<file path="src/rtl/rv32_pkg.sv">
// Shared encodings for the RV32I multi-cycle controller: opcodes, FSM states,
// PC and writeback mux selects.
package rv32_pkg;

  localparam logic [6:0] OPC_LOAD   = 7'b0000011;
  localparam logic [6:0] OPC_STORE  = 7'b0100011;
  localparam logic [6:0] OPC_BRANCH = 7'b1100011;
  localparam logic [6:0] OPC_JALR   = 7'b1100111;
  localparam logic [6:0] OPC_JAL    = 7'b1101111;
  localparam logic [6:0] OPC_OP_IMM = 7'b0010011;
  localparam logic [6:0] OPC_OP     = 7'b0110011;
  localparam logic [6:0] OPC_LUI    = 7'b0110111;
  localparam logic [6:0] OPC_AUIPC  = 7'b0010111;

  typedef enum logic [2:0] {
    ST_IDLE   = 3'd0,
    ST_FETCH  = 3'd1,
    ST_DECODE = 3'd2,
    ST_EXEC   = 3'd3,
    ST_MEM    = 3'd4,
    ST_WB     = 3'd5
  } state_t;

  localparam logic [1:0] PC_SEL_PLUS4 = 2'd0;
  localparam logic [1:0] PC_SEL_IMM   = 2'd1;
  localparam logic [1:0] PC_SEL_JALR  = 2'd2;

  localparam logic [1:0] WB_SEL_ALU  = 2'd0;
  localparam logic [1:0] WB_SEL_LOAD = 2'd1;
  localparam logic [1:0] WB_SEL_PC4  = 2'd2;
  localparam logic [1:0] WB_SEL_IMM  = 2'd3;

  // x1 (ra) and x5 (t0) are the link registers for return-address prediction
  function automatic logic is_link(input logic [4:0] r);
    return (r == 5'd1) || (r == 5'd5);
  endfunction

endpackage

</file>
<file path="src/rtl/rv32_multicycle_ctrl_if.sv">
// Instruction and data memory request/ready handshakes between the controller
// (master) and the memory subsystem (slave).
interface rv32_multicycle_ctrl_if;
  logic imem_req;
  logic imem_ready;
  logic dmem_req;
  logic dmem_we;
  logic dmem_ready;

  modport master (
    output imem_req,
    output dmem_req,
    output dmem_we,
    input  imem_ready,
    input  dmem_ready
  );

  modport slave (
    input  imem_req,
    input  dmem_req,
    input  dmem_we,
    output imem_ready,
    output dmem_ready
  );
endinterface

</file>
<file path="src/rtl/rv32_mem_timer.sv">
// Memory wait timer: down-counter reloaded on every FSM state change, decremented
// while a request waits; expired flags the last permitted wait cycle.
module rv32_mem_timer #(
  parameter int MEM_TIMEOUT = 255
) (
  input  logic clk,
  input  logic rst_n,
  input  logic load,
  input  logic count,
  output logic expired
);

  localparam int TW       = (MEM_TIMEOUT > 1) ? $clog2(MEM_TIMEOUT) : 1;
  localparam int LOAD_VAL = (MEM_TIMEOUT > 0) ? MEM_TIMEOUT - 1 : 0;

  logic [TW-1:0] cnt;

  always_ff @(posedge clk or negedge rst_n) begin
    if (!rst_n) begin
      cnt <= '0;
    end else if (load) begin
      cnt <= TW'(LOAD_VAL);
    end else if (count && (cnt != '0)) begin
      cnt <= cnt - TW'(1);
    end
  end

  // MEM_TIMEOUT of zero disables expiry, so a request may wait forever
  assign expired = (MEM_TIMEOUT != 0) && count && (cnt == '0);

endmodule

</file>
<file path="src/rtl/rv32_multicycle_ctrl.sv">
// Multi-cycle RV32I control FSM: sequences fetch/decode/execute/memory/writeback,
// drives memory handshakes, PC update, RAS hints and the retired-instruction count.
//
//  state  | meaning
//  IDLE   | post-reset, one cycle, then fetch
//  FETCH  | imem_req held until imem_ready; latch IR
//  DECODE | decoder settles, no outputs
//  EXEC   | ALU operand select, branch resolve, RAS hints, illegal trap
//  MEM    | dmem_req held until dmem_ready (load or store)
//  WB     | register write, PC update, retire
module rv32_multicycle_ctrl
  import rv32_pkg::*;
#(
  parameter int MEM_TIMEOUT = 255
) (
  input  logic                          clk,
  input  logic                          rst_n,
  rv32_multicycle_ctrl_if.master        mem,
  input  logic [6:0]                    opcode,
  input  logic [2:0]                    funct3,
  input  logic [4:0]                    rd,
  input  logic [4:0]                    rs1,
  input  logic                          br_taken,
  output logic                          ir_we,
  output logic                          pc_we,
  output logic [1:0]                    pc_sel,
  output logic                          alu_a_sel,
  output logic                          alu_b_sel,
  output logic                          rf_we,
  output logic [1:0]                    wb_sel,
  output logic                          ras_push,
  output logic                          ras_pop,
  output logic                          illegal,
  output logic                          bus_err,
  output logic [31:0]                   instret
);

  state_t state, state_nxt;
  logic   retire;
  logic   tmr_load, tmr_count, tmr_expired;
  logic   is_store, is_op, is_branch, is_jal, is_jalr, is_auipc;
  logic   rd_link, rs1_link;

  // funct3 is consumed by the datapath decoders; sequencing does not depend on it
  logic unused_funct3;
  assign unused_funct3 = ^funct3;

  assign is_store  = (opcode == OPC_STORE);
  assign is_op     = (opcode == OPC_OP);
  assign is_branch = (opcode == OPC_BRANCH);
  assign is_jal    = (opcode == OPC_JAL);
  assign is_jalr   = (opcode == OPC_JALR);
  assign is_auipc  = (opcode == OPC_AUIPC);
  assign rd_link   = is_link(rd);
  assign rs1_link  = is_link(rs1);

  assign tmr_count = ((state == ST_FETCH) && !mem.imem_ready) ||
                     ((state == ST_MEM)   && !mem.dmem_ready);
  assign tmr_load  = (state_nxt != state) || tmr_expired;

  rv32_mem_timer #(.MEM_TIMEOUT(MEM_TIMEOUT)) u_timer (
    .clk     (clk),
    .rst_n   (rst_n),
    .load    (tmr_load),
    .count   (tmr_count),
    .expired (tmr_expired)
  );

  always_ff @(posedge clk or negedge rst_n) begin
    if (!rst_n) begin
      state <= ST_IDLE;
    end else begin
      state <= state_nxt;
    end
  end

  always_comb begin
    state_nxt    = state;
    mem.imem_req = 1'b0;
    mem.dmem_req = 1'b0;
    mem.dmem_we  = 1'b0;
    ir_we        = 1'b0;
    pc_we        = 1'b0;
    pc_sel       = PC_SEL_PLUS4;
    alu_a_sel    = 1'b0;
    alu_b_sel    = 1'b0;
    rf_we        = 1'b0;
    wb_sel       = WB_SEL_ALU;
    ras_push     = 1'b0;
    ras_pop      = 1'b0;
    illegal      = 1'b0;
    bus_err      = 1'b0;
    retire       = 1'b0;
    case (state)
      ST_IDLE: state_nxt = ST_FETCH;
      ST_FETCH: begin
        mem.imem_req = 1'b1;
        // ir_we follows imem_ready in the same cycle so the IR captures the returned word
        if (mem.imem_ready) begin
          ir_we     = 1'b1;
          state_nxt = ST_DECODE;
        end else if (tmr_expired) begin
          bus_err = 1'b1;
        end
      end
      ST_DECODE: state_nxt = ST_EXEC;
      ST_EXEC: begin
        alu_a_sel = is_auipc || is_jal;
        alu_b_sel = !(is_op || is_branch);
        if (is_jal || is_jalr) begin
          ras_push = rd_link;
        end
        if (is_jalr) begin
          ras_pop = rs1_link && (!rd_link || (rd != rs1));
        end
        case (opcode)
          OPC_LOAD, OPC_STORE: state_nxt = ST_MEM;
          OPC_OP_IMM, OPC_OP, OPC_LUI, OPC_AUIPC, OPC_JAL, OPC_JALR: state_nxt = ST_WB;
          OPC_BRANCH: begin
            pc_we     = 1'b1;
            pc_sel    = br_taken ? PC_SEL_IMM : PC_SEL_PLUS4;
            retire    = 1'b1;
            state_nxt = ST_FETCH;
          end
          default: begin
            illegal   = 1'b1;
            pc_we     = 1'b1;
            retire    = 1'b1;
            state_nxt = ST_FETCH;
          end
        endcase
      end
      ST_MEM: begin
        mem.dmem_req = 1'b1;
        mem.dmem_we  = is_store;
        if (mem.dmem_ready) begin
          if (is_store) begin
            pc_we     = 1'b1;
            retire    = 1'b1;
            state_nxt = ST_FETCH;
          end else begin
            state_nxt = ST_WB;
          end
        end else if (tmr_expired) begin
          // abandon the access and skip the instruction without retiring it
          bus_err   = 1'b1;
          pc_we     = 1'b1;
          state_nxt = ST_FETCH;
        end
      end
      ST_WB: begin
        rf_we     = (rd != 5'd0);
        pc_we     = 1'b1;
        retire    = 1'b1;
        state_nxt = ST_FETCH;
        case (opcode)
          OPC_LOAD:          wb_sel = WB_SEL_LOAD;
          OPC_JAL, OPC_JALR: wb_sel = WB_SEL_PC4;
          OPC_LUI:           wb_sel = WB_SEL_IMM;
          default:           wb_sel = WB_SEL_ALU;
        endcase
        if (is_jal) begin
          pc_sel = PC_SEL_IMM;
        end else if (is_jalr) begin
          pc_sel = PC_SEL_JALR;
        end
      end
      default: state_nxt = ST_IDLE;
    endcase
  end

  always_ff @(posedge clk or negedge rst_n) begin
    if (!rst_n) begin
      instret <= 32'd0;
    end else if (retire) begin
      instret <= instret + 32'd1;
    end
  end

endmodule

</file>
<file path="src/flat_wrapper.sv">
// flat-port wrapper written by rule: the top's interface ports become plain ports
module rv32_multicycle_ctrl_flat import rv32_pkg::*;
#(
  parameter int MEM_TIMEOUT = 255
)
  (clk, rst_n, opcode, funct3, rd, rs1, br_taken, ir_we, pc_we, pc_sel, alu_a_sel, alu_b_sel, rf_we, wb_sel, ras_push, ras_pop, illegal, bus_err, instret, mem_imem_req, mem_dmem_req, mem_dmem_we, mem_imem_ready, mem_dmem_ready);
  rv32_multicycle_ctrl_if mem_i ();
  input  logic clk;
  input  logic rst_n;
  input  logic [6:0] opcode;
  input  logic [2:0] funct3;
  input  logic [4:0] rd;
  input  logic [4:0] rs1;
  input  logic br_taken;
  output logic ir_we;
  output logic pc_we;
  output logic [1:0] pc_sel;
  output logic alu_a_sel;
  output logic alu_b_sel;
  output logic rf_we;
  output logic [1:0] wb_sel;
  output logic ras_push;
  output logic ras_pop;
  output logic illegal;
  output logic bus_err;
  output logic [31:0] instret;
  output wire logic [$bits(mem_i.imem_req)-1:0] mem_imem_req;
  output wire logic [$bits(mem_i.dmem_req)-1:0] mem_dmem_req;
  output wire logic [$bits(mem_i.dmem_we)-1:0] mem_dmem_we;
  input wire logic [$bits(mem_i.imem_ready)-1:0] mem_imem_ready;
  input wire logic [$bits(mem_i.dmem_ready)-1:0] mem_dmem_ready;
  assign mem_imem_req = mem_i.imem_req;
  assign mem_dmem_req = mem_i.dmem_req;
  assign mem_dmem_we = mem_i.dmem_we;
  assign mem_i.imem_ready = mem_imem_ready;
  assign mem_i.dmem_ready = mem_dmem_ready;
  rv32_multicycle_ctrl #(.MEM_TIMEOUT(MEM_TIMEOUT)) u_core (.clk(clk), .rst_n(rst_n), .mem(mem_i), .opcode(opcode), .funct3(funct3), .rd(rd), .rs1(rs1), .br_taken(br_taken), .ir_we(ir_we), .pc_we(pc_we), .pc_sel(pc_sel), .alu_a_sel(alu_a_sel), .alu_b_sel(alu_b_sel), .rf_we(rf_we), .wb_sel(wb_sel), .ras_push(ras_push), .ras_pop(ras_pop), .illegal(illegal), .bus_err(bus_err), .instret(instret));
endmodule
</file>
<file path="config.mk">
export PLATFORM = sky130hd
export DESIGN_NAME = rv32_multicycle_ctrl_flat
export DESIGN_NICKNAME = d
export VERILOG_FILES = /design/src/rtl/rv32_pkg.sv /design/src/rtl/rv32_multicycle_ctrl_if.sv /design/src/rtl/rv32_mem_timer.sv /design/src/rtl/rv32_multicycle_ctrl.sv /design/src/flat_wrapper.sv
export SDC_FILE = /design/constraint.sdc
export NUM_CORES = 1
export LEC_CHECK = 0
export ABC_AREA = 0
export CORE_MARGIN = 10
export CORE_UTILIZATION = 40
export DETAILED_ROUTE_END_ITERATION = 16
export MAX_ROUTING_LAYER = met4
export PLACE_DENSITY = 0.72
export SLEW_MARGIN = 20
export SYNTH_ARGS = -nofsm -noshare
export SYNTH_HDL_FRONTEND = slang
export SYNTH_SLANG_ARGS = --single-unit
</file>
<file path="constraint.sdc">
create_clock -name clk -period 4.2 [get_ports clk]
set_input_delay 0.84 -clock clk [delete_from_list [all_inputs] [get_ports clk]]
set_output_delay 0.84 -clock clk [all_outputs]
set_load 0.03 [all_outputs]
</file>
==> implementation parameters, run 1 <==
Parameter                              Value

Status
  Run status    completed

Pwr
  Static leakage power    1.18 nW
  Total power density per cell area    411 mW/mm^2
  Worst voltage drop across the vdd grid    0.392 mV

CTS
  Number of H-tree levels    2
  Setup bufs post-CTS    0
  Clock transition at the registers of the reported paths    0.08 ns
  CTS resizes    0
  Clock sink count    43
  Clk buf depth    2
  Clock latency on the worst-skew pair    0.30 ns
  Clock tree root buffer cell    sky130_fd_sc_hd__clkbuf_8
  TritonCTS clock tree    built
  Hold buffers post-CTS    0
  Cts bufs inserted    5

Cells and area
  Area used by sequential logic in the layout    0.00108 mm^2
  Post-synthesis to final-layout area growth    33.6%
  Fraction of final layout cells sized beyond drive strength 1    0.109
  Multi-input gate area in the final layout    0.00134 mm^2
  Net total in the final layout    356
  Antenna diodes    0
  Count of fill cells added during filler insertion    542
  Final cell count without fillers    404

Synth
  Number of enable-type register cells in the synthesized netlist    0
  Sequential element share of the synthesized area    0.433
  Synthesized area per cell    9.75 um^2
  Synthesized instance count    255
  Fraction of synthesized cell area taken by the top area cell type    0.433
  Proportion of synthesized flip-flops having asynchronous set or reset    1.00
  Cell type contributing the most total cell area after synthesis    sky130_fd_sc_hd__dfrtp_1
  Netlist area before placement    0.00249 mm^2
  Synthesized flop and latch total    43
  Yosys synthesis warning count    0
  Top flip-flop cell by instance count after synthesis    sky130_fd_sc_hd__dfrtp_1
  Unique cell type count in the Yosys netlist    46
  Top post-synthesis cells by area    sky130_fd_sc_hd__dfrtp_1, sky130_fd_sc_hd__xnor2_1, sky130_fd_sc_hd__xor2_1
  Syn Nets    283

Timing
  Number of failing hold endpoints at the final stage    0
  Max frequency    0.262 GHz
  Slew of the pin with the lowest slew margin    0.957 ns
  Unrepaired setup endpoints after global routing    no
  Setup skew after layout    0.00511 ns
  Summed negative setup slack over all endpoints    0 ns
  Max Transition Viols Final    0
  Final worst-path cycle share    0.910
  Setup violation total in the final timing report    0
  Relative slew margins    0.362
  Final min period    3.82 ns

Detailed routing
  Avg Vias per Cell    5.22
  First-pass detailed-route iteration total    4
  Via count    2108
  Antenna Nets Post-Route    0
  Total detailed-routing wirelength    6.32 mm
  Drc violations    0
  Iteration-0 DRC Markers    107
  Routed length per instance    15.6 um

Global routing
  GR Util All Layers    0.132
  Number of global-route vias before repair    2160
  Number of antenna violations at the first check in global routing    0
  First-pass GRT wire length    10.6 mm
  Pin count of the biggest net entering global routing    44
  Overflow left after global routing    0

Placement
  Final estimated routing congestion in global placement    0.787
  Placed wire-length estimate    4.69 mm
  Count of input and output buffers    69
  Cell count after placement    396

Die
  Placeable Area    0.00599 mm^2
  Die Area    0.00977 mm^2
  Site row count    28
  Die height    98.9 um
  Starting density of the core    0.415
  Number of placed I/O pins    73
  Die Span X    98.9 um

Worst setup path
  Start-to-end type of the worst setup path    primary input to output port
  Type of destination of the critical path    output port
  Sort of element at the start of the critical path    primary input
  Critical path data required time    3.36 ns
  Worst-path maximum fanout    6
  Data arrival time of the critical path    2.98 ns

Worst hold path
  Worst hold path type    flop to flop

Flow run
  Number of max-cap violations    0
==> logic make-up (layout without fill, tap and decap cells) <==
kind of cell	count (synthesis)	after routing	share of synthesized area
flip-flops	43	43	0.433
XOR/XNOR	39	39	0.137
AND/OR/NAND/NOR	135	135	0.311
AO/OA/AOI/OAI	22	22	0.0739
adder cells (fa/ha/maj)	3	3	0.0151
buffers and inverters	13	87	0.0302
==> Yosys cell counts, types with 5 or more instances <==
master,number
sky130_fd_sc_hd__nand3_1,18
sky130_fd_sc_hd__nor2b_1,6
sky130_fd_sc_hd__nor3b_1,5
sky130_fd_sc_hd__xnor2_1,20
sky130_fd_sc_hd__a21oi_1,6
sky130_fd_sc_hd__nand4_1,10
sky130_fd_sc_hd__dfrtp_1,43
sky130_fd_sc_hd__and3_1,5
sky130_fd_sc_hd__xor2_1,19
sky130_fd_sc_hd__nand2_1,28
sky130_fd_sc_hd__nor3_1,11
sky130_fd_sc_hd__and2_1,5
sky130_fd_sc_hd__nor2_1,16
sky130_fd_sc_hd__inv_1,6
==> routing by layer <==
layer  part of all wire  GRT usage  vias to the layer above  wire length (um)
met2               0.45      0.192                       62              2850
met3              0.076     0.0496                        4               481
met4             0.0060     0.0331                        0                38
met5                  0          -                        -                 0
met1               0.47      0.168                     1009              2950
li1                   -          -                     1033                 -
==> worst paths after layout <==
kind                                     from                     to  slack, ns  cells after the start
min                        u_core.instret[14]     u_core.instret[14]       0.49                      1
max in group asynchronous               rst_n  u_core.u_timer.cnt[1]       2.92                      1
min in group asynchronous               rst_n     u_core.instret[14]       0.68                      1
max reg2reg                   u_core.state[2]     u_core.instret[20]       1.99                      6
min reg2reg                u_core.instret[14]     u_core.instret[14]       0.49                      1
max                                 opcode[4]                illegal       0.38                      5
==> critical path, stage by stage <==
cell and delay (ns):
sky130_fd_sc_hd__clkdlybuf4s50_1 0.59, sky130_fd_sc_hd__and4b_2 0.31, sky130_fd_sc_hd__a221oi_4 0.39, sky130_fd_sc_hd__nor2b_1 0.17, sky130_fd_sc_hd__clkdlybuf4s50_1 0.68
==> report_power, final <==
group / internal (W) / switching [W] / leakage (nW)
Combinational: 0.000226 / 0.000332 / 0.660
Sequential: 0.000469 / 0.0000773 / 0.482
Clock: 0.000116 / 0.000144 / 0.0412
==> state kept, by name (all words and copies together), names as in the netlist <==
signal and cells:
u_core.instret 32, u_core.state 3, u_core.u_timer.cnt 8
==> final cells by class <==
class / count / share of cell area
Inverter: 6 / 0.00678
Tap cell: 75 / 0.0282
Timing Repair Buffer: 73 / 0.213
Clock inverter: 2 / 0.00377
Sequential cell: 43 / 0.324
Clock buffer: 6 / 0.0218
Multi-Input combinational cell: 199 / 0.402
==> cell usage in the layout, fill, tap and decap left out, types with 5 or more instances in the layout <==
cell type / netlist / routed
sky130_fd_sc_hd__nand2_1: 28 / 28
sky130_fd_sc_hd__and3_1: 5 / 5
sky130_fd_sc_hd__inv_1: 6 / 6
sky130_fd_sc_hd__xor2_1: 19 / 19
sky130_fd_sc_hd__dfrtp_1: 43 / 43
sky130_fd_sc_hd__nor3b_1: 5 / 5
sky130_fd_sc_hd__and2_1: 5 / 5
sky130_fd_sc_hd__nor2b_1: 6 / 6
sky130_fd_sc_hd__buf_4: 2 / 7
sky130_fd_sc_hd__nand3_1: 18 / 18
sky130_fd_sc_hd__a21oi_1: 6 / 6
sky130_fd_sc_hd__nor2_1: 16 / 16
sky130_fd_sc_hd__nor3_1: 11 / 11
sky130_fd_sc_hd__clkdlybuf4s50_1: 0 / 65
sky130_fd_sc_hd__nand4_1: 10 / 10
sky130_fd_sc_hd__clkbuf_8: 0 / 5
sky130_fd_sc_hd__xnor2_1: 20 / 20
==> metrics by stage <==
stage | util | setup slack [ns] | area, um^2 | hold WS [ns] | total power, W
6_report | 0.555 | 0.380 | 3320 | 0.494 | 0.00136
5_1_grt | 0.555 | 0.309 | 3320 | 0.519 | 0.00146
3_5_place_dp | 0.540 | 0.398 | 3240 | 0.481 | 0.00112
4_1_cts | 0.555 | 0.394 | 3320 | 0.497 | 0.00138
2_1_floorplan | - | 0.894 | 2490 | 0.475 | 0.000909
3_3_place_gp | 0.540 | 0.410 | 3240 | 0.472 | 0.00111
(Power assumes the default switching activity.)
==> inputs of run 2 (changes only) <==
clock period = 4.5 ns   (was 4.2 ns; I/O delays follow)
==> run 2 against run 1 <==
Global-route usage is 0.25 points lower. Clock skew up 0.0047 ns. Setup slack gained 0.082 ns. Clock-buffer cell count decreased by 1. Power shrank 2.4%. Register-to-register slack improved by 0.30 ns. Cell area up 0.53%. Flip-flop and latch count unchanged. Hold slack lost 0.0053 ns. Non-clock buffer count is 2 lower. Largest cell class unchanged.
==> implementation parameters, run 2 (synthesis gave the netlist of run 1 again) <==
Parameter                              Value

Pwr
  Gate power share    0.392
  Design internal power    0.000813 W
  Total power density per cell area    399 mW/mm^2
  Worst voltage drop across the vdd grid    0.276 mV
  Clock share of power    0.227
  Static leakage power    1.19 nW
  Switching power summed over all nets    0.000519 W
  Fraction of power consumed by sequential logic    0.381
  Switching share of total power    0.389

Die
  Site row count    28
  Die height    98.9 um
  Placeable Area    0.00599 mm^2
  Die Span X    98.9 um
  Number of placed I/O pins    73
  Die Area    0.00977 mm^2
  Starting density of the core    0.415

Timing
  Setup violation total in the final timing report    0
  Number of failing hold endpoints at the final stage    0
  Summed negative setup slack over all endpoints    0 ns
  Relative slew margins    0.367
  Final min period    4.04 ns
  Unrepaired setup endpoints after global routing    no
  Max frequency    0.248 GHz
  Setup skew after layout    0.00977 ns
  Slew of the pin with the lowest slew margin    0.949 ns
  Max Transition Viols Final    0
  Final worst-path cycle share    0.897

Placement
  Placed wire-length estimate    4.65 mm
  Count of input and output buffers    69
  Total placed instance area    0.00323 mm^2
  Final estimated routing congestion in global placement    0.795

CTS
  Clk buf depth    2
  TritonCTS clock tree    built
  Clock tree root buffer cell    sky130_fd_sc_hd__clkbuf_8
  Clock transition at the registers of the reported paths    0.09 ns
  Hold buffers post-CTS    0
  Setup bufs post-CTS    0
  Clock latency on the worst-skew pair    0.30 ns
  Clock sink count    43
  CTS resizes    0
  Cts bufs inserted    5
  Number of H-tree levels    2

Global routing
  Number of antenna violations at the first check in global routing    0
  Number of global-route vias before repair    2117
  GR Util All Layers    0.130
  Overflow left after global routing    0
  First-pass GRT wire length    10.4 mm
  Pin count of the biggest net entering global routing    44

Cells and area
  Leading registers by flop count    u_core.instret: 32 flops, u_core.u_timer.cnt: 8 flops, u_core.state: 3 flops
  Commonest non-fill, non-tap cell in the layout    sky130_fd_sc_hd__clkdlybuf4s50_1
  Register containing the most flip-flops in the final layout    u_core.instret
  Antenna diodes    0
  Post-synthesis to final-layout area growth    34.3%
  Final design instance area without fill    0.00334 mm^2
  Fraction of final layout cells sized beyond drive strength 1    0.101
  Max reg flops    32
  Net total in the final layout    354
  Most frequent cells in the layout    sky130_fd_sc_hd__clkdlybuf4s50_1, sky130_fd_sc_hd__dfrtp_1, sky130_fd_sc_hd__nand2_1

Worst setup path
  Start-to-end type of the worst setup path    primary input to output port
  Launch instance of the worst register-to-register path    u_core.state[2]
  Sort of element at the start of the critical path    primary input
  Critical path data required time    3.60 ns
  Worst-path maximum fanout    10
  Worst setup startpoint    opcode[4]
  Data arrival time of the critical path    3.14 ns
  Type of destination of the critical path    output port

Worst hold path
  Worst hold path type    flop to flop
  Hold Startpoint    u_core.instret[31]

Detailed routing
  Avg Vias per Cell    5.23
  Routed length per instance    15.4 um
  Iteration-0 DRC Markers    108
  Drc violations    0
  First-pass detailed-route iteration total    4
  Antenna Nets Post-Route    0
  Via count    2102
  Total detailed-routing wirelength    6.18 mm

Flow run
  Number of max-cap violations    0

Status
  Run status    completed
==> run 2: cell types whose count changed in the layout (fill, tap and decap cells not counted), sizes merged <==
cell and delta:
buf -4, clkdlybuf4s50 +2, bufinv +1, clkbuf -1, clkinv +1, clkinvlp -1
==> run 2: metrics by stage <==
stage,hold slack (ns),util,worst slack [ns],power [W],std cells
floorplan,0.475,-,1.07,0.000848,255
global placement,0.472,0.539,0.503,0.00103,394
detailed placement,0.480,0.539,0.481,0.00104,394
CTS,0.493,0.557,0.472,0.00135,402
global route,0.511,0.557,0.315,0.00141,402
finish,0.489,0.557,0.462,0.00133,402
==> run 2: power groups by stage <==
stage,registers (W),clock network [W],logic (W)
CTS,0.000507,0.000309,0.000530
finish,0.000507,0.000303,0.000522
global route,0.000520,0.000324,0.000570
floorplan,0.000552,0,0.000296
detailed placement,0.000514,0,0.000528
global placement,0.000513,0,0.000520
==> run 2: critical path, stage by stage <==
cell	delay (ns)
sky130_fd_sc_hd__clkdlybuf4s50_1	0.65
sky130_fd_sc_hd__and4b_2	0.32
sky130_fd_sc_hd__a221oi_4	0.39
sky130_fd_sc_hd__nor2b_1	0.19
sky130_fd_sc_hd__clkdlybuf4s50_1	0.68
==> run 2: area by class of cell <==
type / count / area (um^2)
sequential: 43 / 1080
tap: 75 / 93.8
fill: 542 / 2650
clock inverter: 3 / 43.8
timing repair buffer: 71 / 698
clock buffer: 5 / 68.8
multi-input combinational: 199 / 1340
inverter: 6 / 22.5
==> run 2: routing by layer <==
metal,global-route usage,part of all wire,up-vias
li1,-,-,1037
met1,0.161,0.46,1001
met2,0.192,0.43,59
met3,0.0524,0.099,5
met4,0.0298,0.0057,0
met5,-,0,-
==> run 2: final timing paths <==
check	slack (ns)	cells past startpoint	to
max	0.46	5	illegal
min	0.49	1	u_core.instret[31]
max reg2reg	2.29	6	u_core.instret[20]
min reg2reg	0.49	1	u_core.instret[31]
max in group asynchronous	3.16	1	u_core.instret[10]
min in group asynchronous	0.74	1	u_core.instret[14]
==> inputs of run 3 (changes only) <==
CELL_PAD_IN_SITES_DETAIL_PLACEMENT = 1   (was not set)
CELL_PAD_IN_SITES_GLOBAL_PLACEMENT = 2   (was not set)
CORE_UTILIZATION = 31   (was 40)
MAX_ROUTING_LAYER = not set   (was met4)
PLACE_DENSITY = 0.89   (was 0.72)
SLEW_MARGIN = not set   (was 20)
==> run 3 against run 2 <==
Register-to-register slack barely moved. Clock power barely moved. Cell area rose by 1.0%. Fmax fell by 0.57%. Flip-flop and latch count did not move. Power rose by 0.71%. Die area rose by 23%. Sequential power rose by 0.8%. Final cell count rose by 6.7%.
==> implementation parameters, run 3 (synthesis gave the netlist of run 1 again) <==
Parameter                              Value

Worst setup path
  Type of destination of the critical path    output port
  Worst-path maximum fanout    10
  Setup slack of the worst register-to-register path    2.28 ns
  Critical path data required time    3.60 ns
  Path depth of the worst reg2reg path    6
  Sort of element at the start of the critical path    primary input
  Data arrival time of the critical path    3.16 ns
  Launch instance of the worst register-to-register path    u_core.state[2]
  Start-to-end type of the worst setup path    primary input to output port
  Worst reg2reg path endpoint    u_core.instret[20]

Worst hold path
  End point of the most critical hold path    u_core.instret[31]
  Worst hold path type    flop to flop
  Hold Startpoint    u_core.instret[31]
  Worst Hold Depth    1

Pwr
  Design internal power    0.000813 W
  Static leakage power    1.19 nW
  Total power density per cell area    397 mW/mm^2
  Clock share of power    0.227
  Gate power share    0.392
  Fraction of power consumed by sequential logic    0.381
  Switching power summed over all nets    0.000528 W
  Worst voltage drop across the vdd grid    0.281 mV
  Switching share of total power    0.394

Cells and area
  Leading registers by flop count    u_core.instret: 32 flops, u_core.u_timer.cnt: 8 flops, u_core.state: 3 flops
  Fraction of final layout cells sized beyond drive strength 1    0.101
  Net total in the final layout    354
  Max reg flops    32
  Commonest non-fill, non-tap cell in the layout    sky130_fd_sc_hd__clkdlybuf4s50_1
  Antenna diodes    0
  Post-synthesis to final-layout area growth    35.6%
  Register containing the most flip-flops in the final layout    u_core.instret
  Most frequent cells in the layout    sky130_fd_sc_hd__clkdlybuf4s50_1, sky130_fd_sc_hd__dfrtp_1, sky130_fd_sc_hd__nand2_1

Status
  Run status    completed

CTS
  TritonCTS clock tree    built
  Cts bufs inserted    5
  Clock latency on the worst-skew pair    0.30 ns
  Setup bufs post-CTS    0
  Number of H-tree levels    2
  Clock transition at the registers of the reported paths    0.09 ns
  Hold buffers post-CTS    0
  Clock tree root buffer cell    sky130_fd_sc_hd__clkbuf_8
  CTS resizes    0
  Clock sink count    43
  Clk buf depth    2

Timing
  Setup violation total in the final timing report    0
  Final min period    4.06 ns
  Max Transition Viols Final    0
  Number of failing hold endpoints at the final stage    0
  Slew of the pin with the lowest slew margin    0.979 ns
  Setup skew after layout    0.00894 ns
  Final worst setup slack    0.439 ns
  Unrepaired setup endpoints after global routing    no
  Final worst-path cycle share    0.902
  Relative slew margins    0.347
  Summed negative setup slack over all endpoints    0 ns
  Max frequency    0.246 GHz

Detailed routing
  Avg Vias per Cell    4.98
  First-pass detailed-route iteration total    4
  Drc violations    0
  Antenna Nets Post-Route    0
  Routed length per instance    16.3 um
  Total detailed-routing wirelength    7.01 mm
  Iteration-0 DRC Markers    71
  Via count    2137

Die
  Die Area    0.0120 mm^2
  Placeable Area    0.00777 mm^2
  Number of placed I/O pins    73
  Die height    110 um
  Starting density of the core    0.320
  Site row count    32
  Die Span X    110 um

Global routing
  Pin count of the biggest net entering global routing    44
  First-pass GRT wire length    11.7 mm
  Number of antenna violations at the first check in global routing    0
  GR Util All Layers    0.118
  Overflow left after global routing    0
  Number of global-route vias before repair    2284

Placement
  Pre-CTS WS    0.440 ns
  Count of input and output buffers    69
  Final estimated routing congestion in global placement    0.779
  Placed wire-length estimate    5.37 mm

Flow run
  Number of max-cap violations    0
[run 3: cell counts in the layout (fill, tap and decap cells not counted)]
No cell type changed its count.
[run 3: power by group through the flow]
stage | Sequential (W) | Clock [W] | Combinational [W]
final | 0.000511 | 0.000304 | 0.000526
after global routing | 0.000526 | 0.000328 | 0.000575
after CTS | 0.000513 | 0.000316 | 0.000536
after detailed placement | 0.000520 | 0 | 0.000534
after global placement | 0.000515 | 0 | 0.000526
after floorplan | 0.000552 | 0 | 0.000296
[run 3: metrics by stage]
| step | hold WS, ns | utilization | power (W) | instances | cell area [um^2] |
|---|---|---|---|---|---|
| 4_1_cts | 0.478 | 0.434 | 0.00136 | 429 | 3370 |
| 2_1_floorplan | 0.475 | - | 0.000848 | 255 | 2490 |
| 5_1_grt | 0.503 | 0.434 | 0.00143 | 429 | 3370 |
| 6_report | 0.474 | 0.434 | 0.00134 | 429 | 3370 |
| 3_3_place_gp | 0.459 | 0.420 | 0.00104 | 421 | 3260 |
| 3_5_place_dp | 0.460 | 0.420 | 0.00105 | 421 | 3260 |
[run 3: worst max-delay path by stage]
stage / start / end / slack, ns / cells after the start
2_1_floorplan: rs1[1] / ras_pop / 1.07 / 2
3_3_place_gp: opcode[1] / pc_sel[0] / 0.48 / 7
3_5_place_dp: opcode[1] / pc_sel[0] / 0.44 / 7
4_1_cts: opcode[0] / pc_sel[0] / 0.43 / 7
5_1_grt: opcode[1] / pc_sel[0] / 0.22 / 7
6_report: opcode[4] / illegal / 0.44 / 5
[run 3: routing by layer]
metal | GRT usage | up-vias | wire [um]
li1 | - | 1034 | -
met2 | 0.204 | 46 | 3440
met3 | 0.0357 | 4 | 520
met4 | 0.0214 | 0 | 53
met1 | 0.142 | 1053 | 3000
met5 | 0 | - | 0
[run 3: critical path, stage by stage]
cell,delay (ns)
sky130_fd_sc_hd__clkdlybuf4s50_1,0.65
sky130_fd_sc_hd__and4b_2,0.33
sky130_fd_sc_hd__a221oi_4,0.38
sky130_fd_sc_hd__nor2b_1,0.20
sky130_fd_sc_hd__clkdlybuf4s50_1,0.70
[run 3: layout make-up]
type / instances / area (um^2)
fillers: 904 / 4390
multi-input cells: 199 / 1340
flip-flops and latches: 43 / 1080
repair buffers: 71 / 698
well taps: 102 / 128
clock buffers: 5 / 68.8
clock inverters: 3 / 43.8
inverters: 6 / 22.5
